==> src/rtl/svram_sdram_bridge_pkg.sv <==
// rtl/svram_sdram_bridge_pkg.sv - shared types and constants for the slow VRAM to SDRAM bridge
package svram_sdram_bridge_pkg;

    typedef enum logic [1:0] {
        ST_IDLE = 2'd0,
        ST_RD   = 2'd1,
        ST_WR   = 2'd2
    } state_t;

    localparam logic [1:0] CYC_FIX = 2'b00;
    localparam logic [1:0] CYC_CPU = 2'b01;
    localparam logic [1:0] CYC_SPR = 2'b10;

    localparam int LAT_W = 3;

    // Put the addressed word in [15:0] and its pair partner in [31:16].
    function automatic logic [31:0] pair_align(input logic [31:0] pair, input logic odd);
        return odd ? {pair[15:0], pair[31:16]} : pair;
    endfunction

endpackage

==> src/rtl/svram_pair_cache.sv <==
// rtl/svram_pair_cache.sv - one-entry word-pair cache with hit compare and in-place half update
module svram_pair_cache (
    input  logic        clk,
    input  logic        rst,
    input  logic        fill,
    input  logic [13:0] fill_pair,
    input  logic [31:0] fill_data,
    input  logic        upd,
    input  logic [13:0] upd_pair,
    input  logic        upd_sel,
    input  logic [15:0] upd_data,
    input  logic [13:0] look_pair,
    output logic        hit,
    output logic [31:0] look_data
);

    logic        vld;
    logic [13:0] pair;
    logic [31:0] data;

    always_ff @(posedge clk or posedge rst) begin
        if (rst) begin
            vld  <= 1'b0;
            pair <= '0;
            data <= '0;
        end else if (fill) begin
            vld  <= 1'b1;
            pair <= fill_pair;
            data <= fill_data;
        end else if (upd && vld && (upd_pair == pair)) begin
            if (upd_sel) data[31:16] <= upd_data;
            else         data[15:0]  <= upd_data;
        end
    end

    assign hit       = vld && (look_pair == pair);
    assign look_data = data;

endmodule

==> src/rtl/svram_sdram_bridge.sv <==
// rtl/svram_sdram_bridge.sv - slow VRAM SRAM-style bus to SDRAM req/ack bridge; SVRAM_PAIRCACHE_EN adds a pair cache
module svram_sdram_bridge
    import svram_sdram_bridge_pkg::*;
#(
    parameter logic [23:0] SDR_BASE = 24'h000000,
    parameter int          MAX_LAT  = 3
) (
    input  logic        CLK_24M,
    input  logic        RESETP,
    input  logic [14:0] SVRAM_ADDR,
    input  logic [15:0] SVRAM_DATA_OUT,
    input  logic        BOE,
    input  logic        BWE,
    input  logic [1:0]  VRAM_CYCLE,
    output logic [31:0] SVRAM_DATA_IN,
    output logic        SDR_REQ,
    output logic        SDR_WE,
    output logic [23:0] SDR_ADDR,
    output logic [15:0] SDR_WDATA,
    output logic        SDR_WSEL,
    output logic        SDR_PRIO,
    input  logic        SDR_ACK,
    input  logic [31:0] SDR_RDATA,
    output logic        BUSY,
    output logic        LATE_ERR
);

    localparam logic [LAT_W-1:0] LAT_SAT   = '1;
    localparam logic [LAT_W-1:0] LAT_LIMIT = LAT_W'(MAX_LAT);

    state_t state, state_nx;

    logic [14:0] addr_s;
    logic        boe_s, bwe_s, bwe_s_d;
    logic [1:0]  cyc_s;

    logic        last_vld;
    logic [14:0] last_addr;

    logic        wr_pend, rd_pend;
    logic [14:0] wr_addr, rd_addr;
    logic [15:0] wr_data;
    logic [1:0]  wr_cyc, rd_cyc;

    logic [14:0] cur_addr;
    logic [15:0] cur_wdata;
    logic        cur_prio;

    logic [LAT_W-1:0] lat_cnt;
    logic [31:0]      data_in_q;
    logic             late_q;

    logic        wr_trig, rd_trig, wr_go, rd_go;
    logic [14:0] wr_addr_e, rd_addr_e;
    logic [15:0] wr_data_e;
    logic [1:0]  wr_cyc_e, rd_cyc_e;
    logic        take_wr, take_rd;
    logic        cache_hit;
    logic [31:0] cache_pair;

    // The in-flight read keeps re-triggering until last_addr updates, so it is masked here.
    assign wr_trig = bwe_s_d & ~bwe_s;
    assign rd_trig = ~boe_s & bwe_s & (~last_vld | (addr_s != last_addr))
                   & ~((state == ST_RD) & (addr_s == cur_addr));

    // A trigger this cycle counts as pending so IDLE can launch without an extra cycle.
    assign wr_go     = wr_pend | wr_trig;
    assign rd_go     = rd_pend | rd_trig;
    assign wr_addr_e = wr_trig ? addr_s         : wr_addr;
    assign wr_data_e = wr_trig ? SVRAM_DATA_OUT : wr_data;
    assign wr_cyc_e  = wr_trig ? cyc_s          : wr_cyc;
    assign rd_addr_e = rd_trig ? addr_s         : rd_addr;
    assign rd_cyc_e  = rd_trig ? cyc_s          : rd_cyc;

`ifdef SVRAM_PAIRCACHE_EN
    svram_pair_cache u_pair_cache (
        .clk       (CLK_24M),
        .rst       (RESETP),
        .fill      ((state == ST_RD) && SDR_ACK),
        .fill_pair (cur_addr[14:1]),
        .fill_data (SDR_RDATA),
        .upd       (take_wr),
        .upd_pair  (wr_addr_e[14:1]),
        .upd_sel   (wr_addr_e[0]),
        .upd_data  (wr_data_e),
        .look_pair (rd_addr_e[14:1]),
        .hit       (cache_hit),
        .look_data (cache_pair)
    );
`else
    assign cache_hit  = 1'b0;
    assign cache_pair = '0;
`endif

    always_ff @(posedge CLK_24M or posedge RESETP) begin
        if (RESETP) state <= ST_IDLE;
        else        state <= state_nx;
    end

    always_comb begin
        state_nx = state;
        take_wr  = 1'b0;
        take_rd  = 1'b0;
        case (state)
            ST_IDLE: begin
                if (wr_go) begin
                    take_wr  = 1'b1;
                    state_nx = ST_WR;
                end else if (rd_go) begin
                    take_rd = 1'b1;
                    if (!cache_hit) state_nx = ST_RD;
                end
            end
            ST_RD, ST_WR: begin
                if (SDR_ACK) state_nx = ST_IDLE;
            end
            default: state_nx = ST_IDLE;
        endcase
    end

    always_ff @(posedge CLK_24M or posedge RESETP) begin
        if (RESETP) begin
            addr_s    <= '0;
            boe_s     <= 1'b1;
            bwe_s     <= 1'b1;
            bwe_s_d   <= 1'b1;
            cyc_s     <= CYC_FIX;
            last_vld  <= 1'b0;
            last_addr <= '0;
            wr_pend   <= 1'b0;
            rd_pend   <= 1'b0;
            wr_addr   <= '0;
            rd_addr   <= '0;
            wr_data   <= '0;
            wr_cyc    <= CYC_FIX;
            rd_cyc    <= CYC_FIX;
            cur_addr  <= '0;
            cur_wdata <= '0;
            cur_prio  <= 1'b0;
            lat_cnt   <= '0;
            data_in_q <= '0;
            late_q    <= 1'b0;
        end else begin
            addr_s  <= SVRAM_ADDR;
            boe_s   <= BOE;
            bwe_s   <= BWE;
            bwe_s_d <= bwe_s;
            cyc_s   <= VRAM_CYCLE;

            wr_pend <= wr_go & ~take_wr;
            rd_pend <= rd_go & ~take_rd;
            if (wr_trig) begin
                wr_addr <= addr_s;
                wr_data <= SVRAM_DATA_OUT;
                wr_cyc  <= cyc_s;
            end
            if (rd_trig) begin
                rd_addr <= addr_s;
                rd_cyc  <= cyc_s;
            end

            if (take_wr) begin
                cur_addr  <= wr_addr_e;
                cur_wdata <= wr_data_e;
                cur_prio  <= (wr_cyc_e == CYC_SPR);
                lat_cnt   <= '0;
            end else if (take_rd && cache_hit) begin
                data_in_q <= pair_align(cache_pair, rd_addr_e[0]);
                last_addr <= rd_addr_e;
                last_vld  <= 1'b1;
            end else if (take_rd) begin
                cur_addr <= rd_addr_e;
                cur_prio <= (rd_cyc_e == CYC_SPR);
                lat_cnt  <= '0;
            end else if ((state != ST_IDLE) && !SDR_ACK && (lat_cnt != LAT_SAT)) begin
                lat_cnt <= lat_cnt + 1'b1;
            end

            if ((state != ST_IDLE) && ((SDR_ACK && (lat_cnt > LAT_LIMIT)) || (lat_cnt == LAT_SAT)))
                late_q <= 1'b1;

            if ((state == ST_RD) && SDR_ACK) begin
                data_in_q <= pair_align(SDR_RDATA, cur_addr[0]);
                last_addr <= cur_addr;
                last_vld  <= 1'b1;
            end
            if ((state == ST_WR) && SDR_ACK)
                last_vld <= 1'b0;
        end
    end

    assign SDR_REQ       = (state != ST_IDLE);
    assign SDR_WE        = (state == ST_WR);
    assign BUSY          = SDR_REQ;
    assign SDR_ADDR      = SDR_BASE + {10'd0, cur_addr[14:1]};
    assign SDR_WDATA     = cur_wdata;
    assign SDR_WSEL      = cur_addr[0];
    assign SDR_PRIO      = cur_prio;
    assign SVRAM_DATA_IN = data_in_q;
    assign LATE_ERR      = late_q;

endmodule

==> config.mk <==
export PLATFORM = sky130hd
export DESIGN_NAME = svram_sdram_bridge
export DESIGN_NICKNAME = d
export VERILOG_FILES = /design/src/rtl/svram_sdram_bridge_pkg.sv /design/src/rtl/svram_pair_cache.sv /design/src/rtl/svram_sdram_bridge.sv
export SDC_FILE = /design/constraint.sdc
export NUM_CORES = 1
export LEC_CHECK = 0
export ABC_CLOCK_PERIOD_IN_PS = 12400
export BUFFER_PORTS_ARGS = -buffer_cell sky130_fd_sc_hd__buf_4
export CORE_ASPECT_RATIO = 1.2
export CORE_MARGIN = 5
export CORE_UTILIZATION = 55
export CTS_CLUSTER_DIAMETER = 60
export DETAILED_ROUTE_END_ITERATION = 8
export PLACE_DENSITY = 0.8
export SETUP_SLACK_MARGIN = 0.5
export SLEW_MARGIN = 15
export SYNTH_ARGS = -nofsm -noshare
export SYNTH_HDL_FRONTEND = slang
export SYNTH_SLANG_ARGS = --single-unit
==> constraint.sdc <==
create_clock -name CLK_24M -period 12.4 [get_ports CLK_24M]
set_input_delay 1.24 -clock CLK_24M [delete_from_list [all_inputs] [get_ports CLK_24M]]
set_output_delay 1.24 -clock CLK_24M [all_outputs]
set_load 0.02 [all_outputs]
After elaboration in Yosys (flattened, before gate mapping)
Cells that the tools add are included.

operators by class
  bitwise logic cells = 16
  eq/ne operators = 10
  $add $sub $neg = 1
  mux-type cells = 24
  $lt $le $gt $ge = 1
  reductions and logical operators = 15

operators by type and width
  cell                   number
  $mux W15               4
  $mux W32               1
  $mux W16               1
  $eq A15 B15 Y1         1
  $ne A15 B15 Y1         1
  $mux W2                5
  $mux W1                9
  $mux W3                3
  $and A1 B1 Y1          7
  $eq A2 B2 Y1 const B   3
  $logic_and A1 B1 Y1    6
  $ne A3 B3 Y1 const B   2
  $not A1 Y1             6
  $reduce_bool A2 Y1     3
  $pmux W2 S2            1
  $add A3 B1 Y3 const B  1
  $eq A3 B3 Y1 const B   1
  $gt A3 B2 Y1 const B   1
  $or A1 B1 Y1           3
  $reduce_bool A3 Y1     1
  $eq A2 B1 Y1 const B   1
  $logic_not A2 Y1       1
  $ne A2 B2 Y1 const B   1
  $reduce_and A2 Y1      1
  3 further kinds        3

word-level totals
  input bits = 70
  logic and storage cells = 88
  bits in registers = 158
  output and inout bits = 78

Logic depth before layout (Yosys ltp)
  depth after elaboration = 10
  gate-level depth with buffers = 9
  mapped depth without buffers = 7

Worst setup path before layout
Ideal clock, no wire load.

  kind = register to output
  from = register state[1]
  to = output SDR_REQ
  path buffers = 3
  data required time = 11,160 ps
  cell stages (with the launch flop) = 7
  setup slack = 9,982 ps
  arrival = 1,178 ps
  path through = dfrtp_1 -> inv_1 -> ha_1 -> inv_1 -> buf_6 -> buf_6 -> buf_4

between the ends
  cells in the longest elaborated chain, start to end = 1

ends and longest elaborated chain
  what                    RTL line                   source
  from (decl)             svram_sdram_bridge.sv:31   state_t state, state_nx;
  from (signal assigned)  svram_sdram_bridge.sv:97   else state <= state_nx;
  $reduce_bool A2 Y1      svram_sdram_bridge.sv:192  assign SDR_REQ = (state != ST_IDLE);
  to (decl)               svram_sdram_bridge.sv:16   output logic SDR_REQ,

Every way passes these cells.

Worst setup path in the final report
  from = register cur_addr[0]
  to = register cur_addr[5]

between the ends
  cells in the longest elaborated chain, start to end = 9
  elaborated cells between the ends (all ways) = 12
  classes of those cells = eq/ne (1); mux (6); bitwise (4); reduce/logical (1)

ends and longest elaborated chain
  what                          RTL line                   source
  from (decl)                   svram_sdram_bridge.sv:45   logic [14:0] cur_addr;
  from (signal assigned)        svram_sdram_bridge.sv:163  cur_addr <= wr_addr_e;
  from (signal assigned)        svram_sdram_bridge.sv:172  cur_addr <= rd_addr_e;
  $eq A15 B15 Y1 (*)            svram_sdram_bridge.sv:64   & ~((state == ST_RD) & (addr_s == cur_addr));
  $and A1 B1 Y1 (*)             svram_sdram_bridge.sv:64
  $not A1 Y1 (*)                svram_sdram_bridge.sv:64
  $and A1 B1 Y1 (*)             svram_sdram_bridge.sv:64
  $or A1 B1 Y1                  svram_sdram_bridge.sv:68   assign rd_go = rd_pend | rd_trig;
  $mux W1                       svram_sdram_bridge.sv:109  end else if (rd_go) begin
  $mux W1                       svram_sdram_bridge.sv:106  if (wr_go) begin
  $mux W1                       svram_sdram_bridge.sv:104  case (state)
  $reduce_bool A2 Y1 (no line)  -

Every way passes the cells marked *; elsewhere a longest branch is shown, timed or not. The select of a mux whose other input is x is not followed.
A chain may end at the register's enable or synchronous reset.

==> parameters.txt <==
Parameter                              Value

Outcome
  Run status    completed

Detailed routing
  Iteration-0 DRC Markers    428
  Number of DRC violations after detailed routing    0
  Final Routed Wirelength    16.70 mm
  Number of detailed-routing iterations run before antenna repair    4
  Overall via count from detail_route    5170
  Detail-routed via count per cell    5.607
  Routed length per instance    18.11 um
  Remaining antenna violation count    0

Setup path
  Critical Path, Cell by Cell    xnor2_1, nand4_1, nor4_4, nor4b_4, nor2_1, a221o_1
  Arrival time reported for the critical path endpoint    3.55 ns
  Startpoint class of the critical path    flip-flop
  Critical register-to-register path startpoint    cur_addr[0]
  Largest stage delay on the critical path    1.00 ns
  Required arrival time at the worst endpoint    12.75 ns
  Count of cells along the worst register-to-register path    6
  Reg2Reg Capture Point    cur_addr[5]
  Crit Path Max Fanout    37
  Critical path class    reg -> reg
  Internal reg-to-reg setup slack    9.21 ns
  CP Capture Type    flip-flop
  Slowest-stage cell, CP    sky130_fd_sc_hd__dfrtp_2

GRT
  Initial antenna violation count    0
  GRT Total Usage    22.68%
  Wire length of the first global-routing pass    27.28 mm
  Vias in the first global route    5519
  Leftover overflow at the end of global routing    0
  Maximum number of pins on one net before global-route repair    91

Timing
  Final worst path period need    3.194 ns
  Worst slew margin relative to its limit    22.69%
  Clock Skews    0.008349 ns
  Number of hold-slack violations in the final timing report    0
  Fmax    0.3131 GHz
  Final total negative setup slack    0 ns
  Pins over their slew limit    0
  Unrepaired setup endpoints after global routing    false
  Transition time at the pin with the least slew margin    1.155 ns
  Share of the clock period used by the worst path after layout    25.76%
  Finish-stage setup viols    0

Worst hold path
  Endpoint of the worst hold path    bwe_s_d
  Worst hold stages    0
  Worst hold path class    reg -> reg
  Min-delay src    bwe_s

Placement
  Number of input and output port buffers inserted    137
  Routability cong.    0.8329
  Sum of net half-perimeters after detailed placement    11.07 mm

Clock tree
  Root Buffer    sky130_fd_sc_hd__clkbuf_16
  Hold-fix buffer count after cts    0
  Number of clock buffers inserted by TritonCTS    17
  Clock-pin slew on the worst setup and hold paths    0.06 ns
  CTS HTree Levels    4
  Total of cells resized after clock tree synthesis    0
  Clk buf depth    2
  Clock tree from TritonCTS    yes
  Clk_lat worst skew    0.42 ns
  Number of buffers inserted to repair setup after CTS    0
  Clock tree sinks    158

Power
  Worst vdd ir    0.1332 mV
  Power per unit of standard cell area    250.4 nW/um^2
  Lkg Pwr    0.004146 uW

Floorplan
  Chip Width    112.9 um
  Count of pins on the block boundary    148
  Core outline area    12560 um^2
  Row count    45
  Height of the die    133.5 um
  Initial Utilization    55.70%
  Area of the die    15080 um^2

Yosys
  Yosys top cell by area    sky130_fd_sc_hd__dfrtp_1
  Cell Area, Synth    6993 um^2
  Seq/Total Area, Yosys    56.59%
  Count of yosys warnings during synthesis    0
  Mean instance size in the synthesized netlist    11.30 um^2
  Count of mapped cells out of synthesis    619
  Leading post-synthesis cells by cell area    sky130_fd_sc_hd__dfrtp_1, sky130_fd_sc_hd__nand2_1, sky130_fd_sc_hd__mux2_2, sky130_fd_sc_hd__mux2i_1, sky130_fd_sc_hd__xnor2_1
  Number of flip-flops and latches in the synthesized netlist    158
  Number of distinct library cells after synthesis    41
  Area share of the largest cell type after synthesis    55.47%

Final layout
  Synthesis-to-finish area growth    24.01%
  # nets final    822
  Number of antenna repair diodes    0
  Post-Route Utilization    69.07%
  Layout cells sized above 1    31.27%

Flow run
  Count of max-cap constraint violations    0
-- synth_stat cells --
| master | count |
|---|---|
| sky130_fd_sc_hd__nor2_1 | 8 |
| sky130_fd_sc_hd__and2_0 | 1 |
| sky130_fd_sc_hd__o41ai_1 | 1 |
| sky130_fd_sc_hd__o21ai_0 | 36 |
| sky130_fd_sc_hd__nor4_2 | 1 |
| sky130_fd_sc_hd__a21oi_1 | 20 |
| sky130_fd_sc_hd__buf_2 | 3 |
| sky130_fd_sc_hd__and2_1 | 15 |
| sky130_fd_sc_hd__nor3_1 | 3 |
| sky130_fd_sc_hd__a221o_1 | 25 |
| sky130_fd_sc_hd__ha_1 | 6 |
| sky130_fd_sc_hd__conb_1 | 1 |
| sky130_fd_sc_hd__a21o_1 | 2 |
| sky130_fd_sc_hd__buf_8 | 1 |
| sky130_fd_sc_hd__xnor2_1 | 31 |
| sky130_fd_sc_hd__clkbuf_1 | 16 |
| sky130_fd_sc_hd__buf_1 | 8 |
| sky130_fd_sc_hd__a22oi_1 | 1 |
| sky130_fd_sc_hd__nor3b_1 | 1 |
| sky130_fd_sc_hd__and4b_1 | 1 |
| sky130_fd_sc_hd__nor4_4 | 1 |
| sky130_fd_sc_hd__nor3_2 | 1 |
| sky130_fd_sc_hd__a31oi_1 | 1 |
| sky130_fd_sc_hd__nand4_1 | 8 |
| sky130_fd_sc_hd__nand2b_1 | 3 |
| sky130_fd_sc_hd__nand2_1 | 150 |
| sky130_fd_sc_hd__dfrtp_1 | 155 |
| sky130_fd_sc_hd__inv_1 | 6 |
| sky130_fd_sc_hd__mux2i_1 | 33 |
| sky130_fd_sc_hd__or3b_1 | 1 |
| sky130_fd_sc_hd__nor2b_1 | 1 |
| sky130_fd_sc_hd__buf_6 | 3 |
| sky130_fd_sc_hd__buf_4 | 14 |
| sky130_fd_sc_hd__o41a_1 | 1 |
| sky130_fd_sc_hd__mux2_2 | 48 |
| sky130_fd_sc_hd__nor4b_4 | 1 |
| sky130_fd_sc_hd__dfstp_2 | 3 |
| sky130_fd_sc_hd__a21boi_0 | 1 |
| sky130_fd_sc_hd__a221o_2 | 5 |
| sky130_fd_sc_hd__o21ai_1 | 1 |
| sky130_fd_sc_hd__a211oi_1 | 1 |
-- registers in the layout (all words and copies together) (netlist names), 2 cells and up --
register	cells
SVRAM_DATA_IN	32
wr_cyc	2
rd_addr	15
SDR_WDATA	16
cur_addr	15
addr_s	15
cyc_s	2
last_addr	15
state	2
wr_data	16
lat_cnt	3
rd_cyc	2
wr_addr	15
-- worst max path at each step --
stage	from	end	slack, ns
finish	cur_addr[0]	cur_addr[5]	9.21
global route	cur_addr[0]	cur_addr[12]	9.09
CTS	cur_addr[0]	cur_addr[5]	9.22
floorplan	RESETP	LATE_ERR	6.90
detailed placement	cur_addr[0]	cur_addr[12]	9.26
global placement	cur_addr[0]	cur_addr[0]	9.39
-- through the flow --
step           hold WS, ns  instance area (um^2)  total power [uW]  instances  worst slack (ns)
5_1_grt             0.4159                  8672              2290        922             9.094
3_3_place_gp        0.3946                  8070              1608        891             9.391
3_5_place_dp        0.3980                  8070              1649        891             9.259
4_1_cts             0.4087                  8668              2184        922             9.224
6_report            0.4100                  8672              2172        922             9.206
2_1_floorplan       0.3690                  7027              1343        628             6.902
-- power breakdown --
group	leakage (uW)	internal, uW	switching, uW
sequential	0.00193	679	154
clock	0.000279	326	202
combinational	0.00194	392	419
total	0.00415	1400	775
-- kinds of logic (layout without fill, tap and decap cells) --
group / after synthesis / in the layout / share of synthesized area [%]
other: 1 / 10 / 0.05363
buffers and inverters: 51 / 181 / 4.026
xor gates and xnor gates: 31 / 31 / 3.883
muxes: 81 / 81 / 12.45
adders and majority gates: 6 / 6 / 1.074
and+or+nand+nor: 196 / 196 / 12.54
AOI/OAI and AO/OA: 95 / 95 / 9.376
DFF: 158 / 158 / 56.59
-- cell type report --
cell class                      instances  area [um^2]
Fill cell                             901         3884
Inverter                                6        27.53
Multi-Input combinational cell        419         2798
Clock inverter                          9        133.9
Timing Repair Buffer                  144         1085
Tap cell                              164        205.2
Clock buffer                           22        464.2
Sequential cell                       158         3959
-- per-layer routing --
metal  up-vias  global-route usage (%)  part of all wire, %
li1       2359                       -                    -
met2       221                   37.71                   50
met1      2543                   27.42                   40
met3        47                   6.542                  7.6
met4         0                   9.953                  2.9
met5         -                       0                    0
-- critical path: cells and delay by family (launching register included) --
family           cells  cell delay (ns)
AO/OA/AOI/OAI        1             0.31
XOR/XNOR             1             0.19
flip-flops           1             1.00
AND/OR/NAND/NOR      4             1.62
-- layout by cell type, fill, tap and decap left out, types with 2 or more instances in the layout --
cell	instances
sky130_fd_sc_hd__a221o_2	5
sky130_fd_sc_hd__nand2b_1	3
sky130_fd_sc_hd__clkinvlp_4	4
sky130_fd_sc_hd__inv_1	5
sky130_fd_sc_hd__nor2_1	8
sky130_fd_sc_hd__mux2i_1	33
sky130_fd_sc_hd__nor3_2	2
sky130_fd_sc_hd__buf_4	143
sky130_fd_sc_hd__dfstp_2	3
sky130_fd_sc_hd__conb_1	10
sky130_fd_sc_hd__xnor2_1	31
sky130_fd_sc_hd__and2_1	15
sky130_fd_sc_hd__ha_1	6
sky130_fd_sc_hd__dfrtp_1	154
sky130_fd_sc_hd__mux2_2	48
sky130_fd_sc_hd__a21o_1	2
sky130_fd_sc_hd__a21oi_1	20
sky130_fd_sc_hd__nand4_1	8
sky130_fd_sc_hd__clkbuf_8	2
sky130_fd_sc_hd__clkbuf_16	17
sky130_fd_sc_hd__bufinv_16	3
sky130_fd_sc_hd__a221o_1	25
sky130_fd_sc_hd__nand2_1	149
sky130_fd_sc_hd__inv_6	2
sky130_fd_sc_hd__o21ai_0	36
sky130_fd_sc_hd__clkbuf_1	3
sky130_fd_sc_hd__nor3_1	2
No activity file was read; power rests on OpenSTA's default activity.
